===== src/rtl/vdisp_scan.sv =====
// vdisp_scan: 4-digit time-multiplexed scan controller driving a 7-segment decoder.
// Optional leading-zero blanking is enabled by defining VDISP_LZ_BLANK_EN.
module vdisp_scan #(
  parameter int SCAN_DIV = 50000,
  parameter int GUARD    = 2,
  parameter int CNT_W    = 16
) (
  input  logic        clk,
  input  logic        rst_L,
  input  logic        en,
  input  logic        load,
  input  logic [15:0] value,
  input  logic [3:0]  dp_in,
  output logic [3:0]  x,
  output logic [3:0]  an_L,
  output logic        dp_L,
  output logic        frame_tick,
  output logic        pending
);

  localparam logic [CNT_W-1:0] LAST_CNT  = CNT_W'(SCAN_DIV - 1);
  localparam logic [CNT_W-1:0] GUARD_CNT = CNT_W'(GUARD);

  logic [CNT_W-1:0] cnt;
  logic [1:0]       idx;
  logic [15:0]      disp;
  logic [15:0]      shadow;
  logic [3:0]       dp_reg;
  logic [3:0]       shadow_dp;

  logic             slot_tick;
  logic             frame_edge;
  logic [3:0]       cur_nib;
  logic [3:0]       sel_L;
  logic [3:0]       shown;
  logic             lit;

  assign slot_tick  = en && (cnt == LAST_CNT);
  assign frame_edge = slot_tick && (idx == 2'd3);

  always_comb begin
    cur_nib = disp[3:0];
    case (idx)
      2'd1:    cur_nib = disp[7:4];
      2'd2:    cur_nib = disp[11:8];
      2'd3:    cur_nib = disp[15:12];
      default: cur_nib = disp[3:0];
    endcase
  end

  always_comb begin
    sel_L      = 4'b1111;
    sel_L[idx] = 1'b0;
  end

  // A digit is suppressed only when it and every more-significant nibble are zero.
  always_comb begin
    shown = 4'b1111;
`ifdef VDISP_LZ_BLANK_EN
    shown[1] = |disp[15:4];
    shown[2] = |disp[15:8];
    shown[3] = |disp[15:12];
`endif
  end

  assign lit = en && (cnt >= GUARD_CNT) && shown[idx];

  always_ff @(posedge clk or negedge rst_L) begin
    if (!rst_L) begin
      cnt <= '0;
      idx <= 2'd0;
    end else if (en) begin
      if (slot_tick) begin
        cnt <= '0;
        idx <= idx + 2'd1;
      end else begin
        cnt <= cnt + CNT_W'(1);
      end
    end
  end

  // A load coinciding with the frame boundary bypasses the shadow entirely.
  always_ff @(posedge clk or negedge rst_L) begin
    if (!rst_L) begin
      disp      <= 16'h0000;
      dp_reg    <= 4'h0;
      shadow    <= 16'h0000;
      shadow_dp <= 4'h0;
      pending   <= 1'b0;
    end else begin
      if (load) begin
        shadow    <= value;
        shadow_dp <= dp_in;
      end
      if (frame_edge) begin
        if (load) begin
          disp   <= value;
          dp_reg <= dp_in;
        end else if (pending) begin
          disp   <= shadow;
          dp_reg <= shadow_dp;
        end
        pending <= 1'b0;
      end else if (load) begin
        pending <= 1'b1;
      end
    end
  end

  always_ff @(posedge clk or negedge rst_L) begin
    if (!rst_L) begin
      x          <= 4'h0;
      an_L       <= 4'b1111;
      dp_L       <= 1'b1;
      frame_tick <= 1'b0;
    end else begin
      x          <= cur_nib;
      an_L       <= lit ? sel_L : 4'b1111;
      dp_L       <= ~dp_reg[idx];
      frame_tick <= frame_edge;
    end
  end

endmodule


===== config.mk =====
export PLATFORM = sky130hd
export DESIGN_NAME = vdisp_scan
export DESIGN_NICKNAME = d
export VERILOG_FILES = /design/src/rtl/vdisp_scan.sv
export SDC_FILE = /design/constraint.sdc
export NUM_CORES = 1
export LEC_CHECK = 0
export BUFFER_PORTS_ARGS = -buffer_cell sky130_fd_sc_hd__buf_2
export CORE_MARGIN = 2
export CORE_UTILIZATION = 62
export CTS_CLUSTER_SIZE = 30
export DETAILED_ROUTE_END_ITERATION = 12
export PLACE_DENSITY = 0.84
export SLEW_MARGIN = 20
export SYNTH_ARGS = -nofsm -noshare
export SYNTH_HDL_FRONTEND = slang
export SYNTH_SLANG_ARGS = --single-unit

===== constraint.sdc =====
create_clock -name clk -period 5.9 [get_ports clk]
set_input_delay 1.18 -clock clk [delete_from_list [all_inputs] [get_ports clk]]
set_output_delay 1.18 -clock clk [all_outputs]
set_load 0.02 [all_outputs]

# ---- Yosys cells after proc, flatten, opt, wreduce, memory -nomap -nowiden
# Index checks and enable logic that the tools add are counted.
dict set report totals {
  regBits 69
  elab_cells 46
  output_inout_bits 11
  inputBits 24
}
dict set report op_classes {
  bitwise 2
  n_mux 15
  n_eq_ne 4
  n_reduce_logical 9
  magnitude_cmp 3
  n_addsub 2
}
# operator n
set op_table {}
lappend op_table {{$mux 16} 3}
lappend op_table {{$add 16x1->16 const B} 1}
lappend op_table {{$eq 16x16->1 const B} 1}
lappend op_table {{$ge 16x2->1 const B} 1}
lappend op_table {{$mux 4} 3}
lappend op_table {{$pmux 4 s3} 1}
lappend op_table {{$logic_and 1x1->1} 5}
lappend op_table {{$mux 1} 5}
lappend op_table {{$bmux 1 s2} 2}
lappend op_table {{$eq 2x2->1 const B} 2}
lappend op_table {{$not 4->4} 1}
lappend op_table {{$reduce_and 2->1} 2}
lappend op_table {{$reduce_bool 2->1} 2}
lappend op_table {{$lt 2x3->1 const B} 1}
lappend op_table {{$add 2x1->2 const B} 1}
lappend op_table {{$demux 1 s2} 1}
lappend op_table {{$eq 2x1->1 const B} 1}
lappend op_table {{$ge 2x1->1 const B} 1}
lappend op_table {{$not 1->1} 1}

# ---- Logic depth before layout (Yosys ltp)
dict set report logic_depth {
  depth_word 6
  mapped_depth 6
  depth_no_buf 6
}

# ---- Worst setup path before layout
# OpenSTA, ideal clock, no wires.
dict set report synth_timing {
  kind {input port to flip-flop}
  start {input en}
  end {register disp[0]}
  required_ns 5.775
  setup_time_ns 0.125
  stages 5
  path_slack_ns 3.170
  path_buffers 2
  arrival_time_ns 2.605
  path_cell_list {buf_4 > nand4_1 > or4_4 > buf_6 > mux2_4}
}
dict set report synth_via {
  elab_chain_len 3
}
# element line
set synth_lines {}
lappend synth_lines {{from (decl)} 10} ;# input logic en,
lappend synth_lines {{$logic_and 1x1->1} 38} ;# assign slot_tick = en && (cnt == LAST_CNT);
lappend synth_lines {{$logic_and 1x1->1} 39} ;# assign frame_edge = slot_tick && (idx == 2'd3);
lappend synth_lines {{$reduce_and 2->1 (no line)} n/a}
lappend synth_lines {{to (signal assigned)} 97} ;# disp <= value;
lappend synth_lines {{to (signal assigned)} 100} ;# disp <= shadow;
lappend synth_lines {{to (decl)} 26} ;# logic [15:0] disp;
# Every way passes these cells.
# A chain may end at the register's enable or synchronous reset.

# ---- Worst setup path in the final report
dict set report layout_timing {
  start {input en}
  end {register disp[7]}
}
# Same word-level chain as after synthesis.

==> run summary <==
The initial antenna violation count was 0; the clock slew at the register clock pins of the worst setup and hold paths was 0.06 ns. The synthesized netlist devotes 4.13% of its cell area to XOR and XNOR gates. The clock reaches the later pin of the worst-skew pair after 0.34 ns. The detailed router finished its first iteration with 127 violations.

Total nets after synthesis: 247. The final critical delay including setup and external delays came out at 2.66 ns. In this run the post-CTS setup repair buffer count came out at 0. The flow ran to the end, and the final reports show no timing, DRC or antenna violations.

After detailed routing, the number of vias per cell comes to 5.53. The adder-cell area share of the yosys netlist came out at 2.95%. The initial utilization of the core area, before any placement, comes to 63.7%. Entering global routing, the biggest net connects 70 pins.

Relative to the synthesized area, the layout overhead comes to 12.6%. Headroom to the max-slew limit came out at 44.4%. The die is 73.2 um tall.

sky130_fd_sc_hd__dfrtp_1 takes more of the synthesized area than any other cell. Sequential elements use 58.4% of the synthesized area. The number of warnings reported in the yosys synthesis log is 0, and the share of the clock period used by the worst path is 45.1%.

The post-synthesis async set-or-reset flop share came out at 100%. The number of core rows was 25; the half-perimeter wire length of the detailed placement result was 3.27 mm. Clock tree synthesis found a total of 69 sinks. The share of post-route cells with drive strength above 1 was 36.9%. The hold slack was 0.501 ns; the setup TNS after final layout was 0 ns. For this design the top-level I/O count stands at 35. The number of port buffers was 34; the number of enable-type register cells in the synthesized netlist was 0. The cell area that synthesis handed to floorplanning was 2970 um2.

The via count of the first global-routing pass was 1,781; the share of synthesized area spent on multiplexers was 20.2%. The net count reported at finish was 286. TritonCTS built the clock tree. Summed over all layers, the routed wires come to 5.09 mm. In the synthesized netlist, the number of instances is 216. STA classifies the critical path endpoint as a flip-flop. No sink is reached through more buffers than the 2 on the longest clock path. The routability congestion estimate from global placement came out at 0.858.

Cells fill 71.7% of the core in the end. The core region is 4660 um2. In the final routed layout, each cell accounts on average for 16.2 um. The endpoint required time on the critical path came out at 6.12 ns. Setup repair after global routing left no endpoint under its margin. At the pin with the least slew margin, the transition time is 0.835 ns.

The portion of synthesized cell area occupied by the leading cell type works out to 54.0%. The repair_antennas step left the layout with diodes totalling 0. The main combinational cell family by area after synthesis was multiplexers. Global-route wire length before repair: 8.63 mm. The tightest min-delay check is of the flip-flop to flip-flop type.

Across every metal layer, demand over resource in global routing totals 22.2%. The tools report the number of distinct library cells after synthesis as 34. The kind of critical path is primary input to flip-flop. Complex-gate fraction of the synthesized area: 3.08%.

The max-slew violation count was 0. Startpoint kind of the worst setup timing path: a primary input. The average footprint of a synthesized cell came out at 13.7 um2.

The global route total overflow came out at 0. The predominant post-synthesis flop cell is sky130_fd_sc_hd__dfrtp_1. In this run, post-CTS repair resized a total of 0 instances.

Overall power consumption after layout is estimated at 0.000958 W. Leakage power figure: 1.61 nW. The die covers 5350 um2. In this run the worst path has a maximum fanout of 20. Synthesis inferred 69 register bits. Max-cap violations in this run came to 0.

The setup skew after layout came out at 0.00763 ns. For this run, the detailed router's first-pass iteration total came to 4. Setup violations remaining at the end of the flow were counted as 0. The DRC violations left came out at 0.

Power spread over the standard cell area amounts to 287 nW/um2. The worst-case IR drop observed on VDD is 0.254 mV. By area the synthesized netlist is led by sky130_fd_sc_hd__dfrtp_1, sky130_fd_sc_hd__mux2_4, sky130_fd_sc_hd__mux2_2.

At the worst endpoint, the arrival time is 2.88 ns. The synthesized netlist devotes 8.27% of its cell area to simple gates. The logs give 0 for the number of hold-repair buffers added at the cts stage and 0 for the number of antenna-violating nets in the routed design.

The clock tree root driver cell was sky130_fd_sc_hd__clkbuf_8. Number of hold violations in the final report: 0. In the final layout, the registers with the most flip-flops are cnt: 16 flops, disp: 16 flops, shadow: 16 flops.

For the H-tree depth, the log shows 3. The final route contains 1,735 vias. TritonCTS created 9 clock buffers. Derived from the worst setup path, the maximum achievable clock frequency is 0.376 GHz. The floorplan step set the die width to 73.2 um.
==> cells by family (layout without fill, tap and decap cells) <==
group / Yosys count / after routing
XOR/XNOR: 14 / 14
adder cells (fa/ha/maj): 7 / 7
multiplexers: 46 / 46
flip-flops: 69 / 69
AND/OR/NAND/NOR: 50 / 50
buffers and inverters: 18 / 62
AO/OA/AOI/OAI: 12 / 12
==> per-stage QoR <==
| step | instance area (um2) | instances | setup slack (ns) |
|---|---|---|---|
| 6_report | 3340 | 314 | 3.24 |
| 5_1_grt | 3340 | 314 | 3.13 |
| 3_3_place_gp | 3170 | 298 | 2.95 |
| 2_1_floorplan | 2970 | 216 | 3.17 |
| 3_5_place_dp | 3170 | 298 | 2.90 |
| 4_1_cts | 3340 | 314 | 3.27 |
==> synth_stat cells (2+ instances only) <==
cell type / instances
sky130_fd_sc_hd__ha_1: 7
sky130_fd_sc_hd__nand4_1: 6
sky130_fd_sc_hd__mux2_2: 21
sky130_fd_sc_hd__xor2_1: 5
sky130_fd_sc_hd__nor2_1: 13
sky130_fd_sc_hd__mux2i_1: 4
sky130_fd_sc_hd__xnor2_1: 9
sky130_fd_sc_hd__o21ai_0: 2
sky130_fd_sc_hd__inv_1: 10
sky130_fd_sc_hd__nor3_1: 6
sky130_fd_sc_hd__and2_1: 2
sky130_fd_sc_hd__nand2_1: 11
sky130_fd_sc_hd__mux2_4: 20
sky130_fd_sc_hd__buf_6: 2
sky130_fd_sc_hd__dfstp_2: 5
sky130_fd_sc_hd__nand3_1: 4
sky130_fd_sc_hd__nor4_1: 4
sky130_fd_sc_hd__a222oi_1: 4
sky130_fd_sc_hd__dfrtp_1: 64
sky130_fd_sc_hd__buf_1: 3
==> worst paths after layout <==
path / end / slack (ns) / cells after the start / from
min in group asynchronous: shadow[9] / 1.02 / 2 / rst_L
worst max-delay path: disp[7] / 3.24 / 4 / en
max in group asynchronous: disp[7] / 4.34 / 2 / rst_L
worst min-delay path: shadow[11] / 0.50 / 1 / shadow[11]
worst min register to register: shadow[11] / 0.50 / 1 / shadow[11]
worst max register to register: disp[7] / 3.67 / 4 / cnt[1]
==> per-layer routing <==
layer / global-route usage, % / routed length, um / vias up
li1: - / - / 833
met1: 29.8 / 2400 / 849
met2: 33.2 / 2380 / 42
met3: 6.63 / 189 / 11
met4: 10.7 / 112 / 0
met5: 0 / 0 / -
==> final cells by class <==
cell class | instances | area, um2
clock inverter | 1 | 5.00
timing repair buffer | 36 | 185
multi-input combinational | 129 | 1150
tap | 54 | 67.6
sequential | 69 | 1730
clock buffer | 15 | 166
fill | 312 | 1320
inverter | 10 | 37.5
==> report_power, final <==
group	leakage (nW)	total [W]	internal [W]	switching [W]
Sequential	0.876	0.000531	0.000505	0.0000262
Clock	0.0877	0.000340	0.000176	0.000165
Combinational	0.650	0.0000869	0.0000389	0.0000480
Total	1.61	0.000958	0.000720	0.000239
==> critical path: stages <==
cell                      delay [ns]
sky130_fd_sc_hd__buf_2          0.14
sky130_fd_sc_hd__nand4_1        0.34
sky130_fd_sc_hd__or4_4          0.84
sky130_fd_sc_hd__mux2_4         0.37
==> cells in the final DEF, fill, tap and decap left out, types with 4 or more instances in the layout <==
cell,instances
sky130_fd_sc_hd__nand3_1,4
sky130_fd_sc_hd__clkbuf_8,11
sky130_fd_sc_hd__buf_2,34
sky130_fd_sc_hd__a222oi_1,4
sky130_fd_sc_hd__nor4_1,4
sky130_fd_sc_hd__inv_1,10
sky130_fd_sc_hd__nor3_1,6
sky130_fd_sc_hd__dfrtp_1,64
sky130_fd_sc_hd__mux2i_1,4
sky130_fd_sc_hd__nand2_1,11
sky130_fd_sc_hd__mux2_2,21
sky130_fd_sc_hd__mux2_4,20
sky130_fd_sc_hd__dfstp_2,5
sky130_fd_sc_hd__xnor2_1,9
sky130_fd_sc_hd__nor2_1,13
sky130_fd_sc_hd__clkbuf_1,4
sky130_fd_sc_hd__ha_1,7
sky130_fd_sc_hd__xor2_1,5
sky130_fd_sc_hd__nand4_1,6
Note: power is estimated with default switching activity, not from simulation.
